`config.mk`:
```
export PLATFORM = sky130hd
export DESIGN_NAME = pipe_operand_mux
export DESIGN_NICKNAME = d
export VERILOG_FILES = /design/src/rtl/pipe_operand_mux.sv
export SDC_FILE = /design/constraint.sdc
export NUM_CORES = 1
export LEC_CHECK = 0
export BUFFER_PORTS_ARGS = -buffer_cell sky130_fd_sc_hd__buf_4
export CAP_MARGIN = 5
export CORE_ASPECT_RATIO = 0.9
export CORE_MARGIN = 2
export CORE_UTILIZATION = 43
export CTS_CLUSTER_DIAMETER = 80
export DETAILED_ROUTE_END_ITERATION = 10
export PLACE_DENSITY = 0.87
export RECOVER_POWER = 50
export SYNTH_ARGS = -nofsm -noshare
export SYNTH_HDL_FRONTEND = slang
export SYNTH_SLANG_ARGS = --single-unit
```
`constraint.sdc`:
```
create_clock -name clk -period 2.9 [get_ports clk]
set_input_delay 0.145 -clock clk [delete_from_list [all_inputs] [get_ports clk]]
set_output_delay 0.145 -clock clk [all_outputs]
set_load 0.1 [all_outputs]
```
`src/rtl/pipe_operand_mux.sv`:
```
// rtl/pipe_operand_mux.sv - registered N-way EX-stage operand select with extended immediate
//
// Selects one of NUM_IN register-width sources or an extended immediate and
// captures it into a pipeline register with valid, stall and flush control.
//
// Ports:
//   clk        rising-edge clock
//   rst        synchronous active-high reset
//   in_data    flattened sources, source k = in_data[k*WIDTH +: WIDTH]
//   imm        raw immediate field
//   sel        0..NUM_IN-1 picks a source, NUM_IN picks the extended immediate
//   imm_sign   1 = sign-extend imm, 0 = zero-extend
//   imm_hi     1 = imm in the upper bits, low bits zero (overrides imm_sign)
//   in_valid   upstream operand valid
//   stall      hold the pipeline register
//   flush      insert a bubble (wins over stall)
//   out_data   registered selected operand
//   out_valid  registered valid
//   out_sel    registered copy of sel
//   sel_err    sticky flag: a valid load used a select above NUM_IN
module pipe_operand_mux #(
  parameter int WIDTH     = 32,
  parameter int IMM_WIDTH = 16,
  parameter int NUM_IN    = 4,
  parameter int SEL_W     = $clog2(NUM_IN + 1)
) (
  input  logic                    clk,
  input  logic                    rst,
  input  logic [NUM_IN*WIDTH-1:0] in_data,
  input  logic [IMM_WIDTH-1:0]    imm,
  input  logic [SEL_W-1:0]        sel,
  input  logic                    imm_sign,
  input  logic                    imm_hi,
  input  logic                    in_valid,
  input  logic                    stall,
  input  logic                    flush,
  output logic [WIDTH-1:0]        out_data,
  output logic                    out_valid,
  output logic [SEL_W-1:0]        out_sel,
  output logic                    sel_err
);

  logic [WIDTH-1:0] w_imm_zext;
  logic [WIDTH-1:0] w_imm_sext;
  logic [WIDTH-1:0] w_imm_high;
  logic [WIDTH-1:0] w_imm_ext;
  logic [WIDTH-1:0] w_nxt;
  logic             w_sel_imm;
  logic             w_sel_illegal;

  logic [WIDTH-1:0] r_data;
  logic             r_valid;
  logic [SEL_W-1:0] r_sel;
  logic             r_err;

  // Size casts keep all three forms legal when IMM_WIDTH == WIDTH, where
  // each collapses to imm unchanged (shift amount becomes zero).
  assign w_imm_zext = WIDTH'(imm);
  assign w_imm_sext = WIDTH'($signed(imm));
  assign w_imm_high = w_imm_zext << (WIDTH - IMM_WIDTH);

  assign w_imm_ext = imm_hi   ? w_imm_high :
                     imm_sign ? w_imm_sext : w_imm_zext;

  assign w_sel_imm     = (sel == SEL_W'(NUM_IN));
  // Constant-false when NUM_IN+1 is a power of two; every code is then legal.
  assign w_sel_illegal = (sel >  SEL_W'(NUM_IN));

  always_comb begin
    w_nxt = '0;
    for (int k = 0; k < NUM_IN; k++) begin
      if (sel == SEL_W'(k)) begin
        w_nxt = in_data[k*WIDTH +: WIDTH];
      end
    end
    if (w_sel_imm) begin
      w_nxt = w_imm_ext;
    end
  end

  always_ff @(posedge clk) begin
    if (rst) begin
      r_data  <= '0;
      r_valid <= 1'b0;
      r_sel   <= '0;
      r_err   <= 1'b0;
    end else if (flush) begin
      // Bubble; the error flag is sticky and survives flushes.
      r_data  <= '0;
      r_valid <= 1'b0;
      r_sel   <= '0;
    end else if (!stall) begin
      r_valid <= in_valid;
      r_sel   <= sel;
      // A bubble always carries zero data so stale operands never leak.
      r_data  <= in_valid ? w_nxt : '0;
      if (in_valid && w_sel_illegal) begin
        r_err <= 1'b1;
      end
    end
  end

  assign out_data  = r_data;
  assign out_valid = r_valid;
  assign out_sel   = r_sel;
  assign sel_err   = r_err;

endmodule

```
* Word-level counts from Yosys, hierarchy flattened
Cells that the tools add are included.
Storage, ports and cells: flip-flop bits (word level) 37, logic and storage cells 23
Operators by class: eq/ne operators 4, bitwise operators 2, multiplexer cells 8, magnitude comparators 1, reductions and logical operators 4
Operator list (count):
- $mux W32 | 8
- $eq A3 B2 Y1 const B | 2
- $eq A3 B1 Y1 const B | 1
- $eq A3 B3 Y1 const B | 1
- $gt A3 B3 Y1 const B | 1
- $logic_not A3 Y1 | 1
- $reduce_and A3 Y1 | 1
- $not A1 Y1 | 2
- $reduce_or A2 Y1 | 1
- $logic_and A1 B1 Y1 | 1

* Depth between registers and ports, before layout
word-level depth 7, gate-level depth with buffers 6, depth with buffers taken out 3

* Worst setup path before layout
OpenSTA, ideal clock, no wires.
kind input -> register, start point input port sel[0], end point register r_data[10], in the netlist out_data[10], slack 1.296 ns, stages on the path 5, data arrival time 1.481 ns, cell sequence buf_4 -> buf_4 -> mux4_2 -> and3_1 -> a221o_2
On the way: cells in the longest elaborated chain, start to end 7, elaborated cells between the ends (all ways) 11, those cells by class 4 x eq/ne; 6 x mux; 1 x reduce/logical
Ends and longest elaborated chain:
- start: declaration | line 31 | input logic [SEL_W-1:0] sel,
- $logic_not A3 Y1 | line 72 | if (sel == SEL_W'(k)) begin
- $mux W32 (4 in series) | line 72
- $mux W32 (*) | line 76 | if (w_sel_imm) begin
- $mux W32 (*) | line 96 | r_data <= in_valid ? w_nxt : '0;
- end signal: assignment | line 96
- end: declaration | line 51 | logic [WIDTH-1:0] r_data;
Mark *: on every way between the ends. The rest lies on a longest branch, timed or not. A chain may end at the register's enable or synchronous reset.

* Worst setup path in the final report
start point input port flush, end point register r_data[9], in the netlist out_data[9]
On the way: cells in the longest elaborated chain, start to end 1
Ends and longest elaborated chain:
- start: declaration | line 36 | input logic flush,
- $reduce_or A2 Y1 (no line)
Every way passes these cells.

==> out/qor.yml <==
pwr:
  power_density_nw_per_um2: 384
  peakVddDrop_mv: 0.299
  power.share.switching_pct: 25.5
  p_switching_uw: 370
  p_int_uw: 1080
  sequentialPowerShare_pct: 36.1
  power_frac_comb_pct: 27.9
  clockPowerShare_pct: 36.0
  leakage_uw: 0.00167
clocking:
  cts_resized: 0
  h-tree-depth: 2
  post_cts_buffers: 0
  root_buffer: "clkbuf_8"
  clk_pin_slew_ns: 0.07
  cts_tree: "done"
  cts_inserted_buffers: 5
  clk_path_buf_depth: 2
  ctsHoldBuffers: 0
  cts_num_sinks: 37
  insertion_delay_ns: 0.28
yosys:
  synth_cells: 193
  synthMuxAreaShare_pct: 31.6
  synth_top_family_by_area: "multiplexers"
  synth_xor_area_share_pct: 0
  yosysTopAreaCellShare_pct: 31.2
  synth_top_area_cell: "dfxtp_1"
  synthAdderAreaFrac_pct: 0
  synth-seq-cells: 37
  yosysUniqueCellTypes: 24
  synth-compound-area-share_pct: 19.6
  yosysSeqAreaShare_pct: 31.2
  syn-num-nets: 347
  syn_area_um2: 2380
  synth_area_leaders: "dfxtp_1 (31%), mux4_2 (30%), a221o_1 (9.3%)"
  yosys_warnings: 0
  synth.avg_cell_area_um2: 12.3
  yosys.area_share.simple_pct: 11.3
global_routing:
  grt_pass1_vias: 2712
  antenna_found_initial: 0
  grt_max_degree: 36
  grt_usage_pct: 27.6
  grt_pass1_wl_mm: 12.6
  grt_remaining_overflow: 0
worst_setup_path:
  path_delay_family: "simple AND/OR/NAND/NOR gates"
  end_kind: "flip-flop"
  crit_type: "in -> reg"
  slowest_delay_ns: 0.72
  cp_num_buf_inv: 1
  crit_required_ns: 3.13
  worst_path_max_delay_cell: "or3b_1"
  cp-start-kind: "input port"
  worstPathArrival_ns: 1.97
  worstPathCellList: "clkbuf_1 -> or3b_1 -> nor3_4 -> a221o_2"
  path_max_fanout: 19
sta:
  maxSlewHeadroom_pct: 19.1
  finalCriticalPeriod_ns: 1.74
  finalHoldViolCount: 0
  drv_slew: 0
  max_freq_mhz: 574
  setup_tns_ns: 0
  clock_skew_ns: 0
  finalCritPeriodShare_pct: 60.0
  rsz0062_at_grt: "false"
  worstMarginPinSlew_ns: 1.22
  setup_viol: 0
outcome:
  status: "completed"
placement:
  place.gp.congestion: 0.792
  port_buffers: 190
  hpwl_mm: 6.76
  dp.cells: 427
cells_and_area:
  final_cells: 435
  num_antenna_cells: 0
  drive_above_1_share_pct: 57.9
  final_nets: 521
  area_growth_pct: 58.6
floorplanning:
  initial_core_util_pct: 44.9
  fp.dieH_um: 74.5
  die_x_um: 82.4
  die-area_um2: 6140
  core.rowCount: 25
  coreArea_um2: 5290
  ios: 191
route:
  vias_per_cell: 6.03
  vias: 2622
  wl_per_cell_um: 19.5
  drtIter0Drc: 177
  drc: 0
  routed_wl_mm: 8.47
  ant_nets: 0
  drt-pass1-iter-count: 4
hold_path:
  hold_class: "in -> reg"
job:
  drv_cap: 0
logic make-up after synthesis:
kind of cell	after synthesis
compound gates	51
flops	37
simple gates	45
buf+inv	25
mux	35
cell usage after synthesis:
| library cell | count |
|---|---|
| a211oi_1 | 15 |
| a21oi_1 | 1 |
| a221o_1 | 22 |
| a221o_2 | 10 |
| and3_1 | 16 |
| buf_2 | 5 |
| buf_4 | 3 |
| buf_6 | 5 |
| clkbuf_1 | 11 |
| dfxtp_1 | 37 |
| inv_1 | 1 |
| mux2i_1 | 3 |
| mux4_2 | 32 |
| nand2_1 | 15 |
| nand3b_1 | 1 |
| nor2_1 | 1 |
| nor2b_1 | 1 |
| nor3_1 | 5 |
| nor3_4 | 2 |
| nor3b_1 | 2 |
| o21ai_0 | 2 |
| o22ai_1 | 1 |
| or3b_1 | 1 |
| or4b_4 | 1 |
per-layer routing:
layer / global-route usage (%) / share of wire, %
met5: 0 / 0
met4: 11.1 / 3.0
met3: 6.55 / 9.4
met2: 51.1 / 53
met1: 30.3 / 35
layout make-up:
type	count	area, um^2
fill	408	1520
timing repair buffer	191	1310
clock buffer	5	68.8
sequential	37	741
tap	67	83.8
clock inverter	3	65.1
inverter	1	3.75
multi-input combinational	131	1500
stage by stage:
step / total power [uW] / area [um^2] / hold WS [ns] / util [%] / setup slack [ns]
after global routing: 1500 / 3770 / 0.0987 / 71.3 / 1.04
after floorplan: 750 / 2380 / 0.224 / - / 1.30
after CTS: 1470 / 3890 / 0.0793 / 73.5 / 1.17
final: 1450 / 3770 / 0.102 / 71.3 / 1.16
after global placement: 935 / 3750 / 0.376 / 71.0 / 0.940
after detailed placement: 946 / 3750 / 0.382 / 71.0 / 0.868
path summary, 6_finish.rpt:
kind / from / endpoint / slack [ns] / depth (start not counted)
max: flush / out_data[9] / 1.16 / 4
min: imm[6] / out_data[6] / 0.10 / 2
max reg2reg: out_data[9] / out_data[9] / 2.11 / 1
min reg2reg: sel_err / sel_err / 0.47 / 2
cells in the final DEF, fill, tap and decap left out, types with 3 or more instances in the layout:
master / count
a211oi_1: 15
a221o_1: 22
a221o_2: 10
and3_1: 16
buf_4: 158
clkbuf_1: 33
clkbuf_8: 5
dfxtp_1: 37
mux2i_1: 3
mux4_2: 32
nand2_1: 15
nor3_1: 5
power groups by stage:
stage | sequential, uW | clock (uW) | combinational [uW]
2_1_floorplan | 603 | 0 | 147
3_3_place_gp | 534 | 0 | 400
3_5_place_dp | 535 | 0 | 411
4_1_cts | 523 | 532 | 412
5_1_grt | 524 | 546 | 427
6_report | 523 | 521 | 404
state kept, by name, indices dropped and copies added, names as in the netlist:
| name | count |
|---|---|
| out_data | 32 |
| out_sel | 3 |
| out_valid | 1 |
| sel_err | 1 |
No activity file was read; power rests on OpenSTA's default activity.
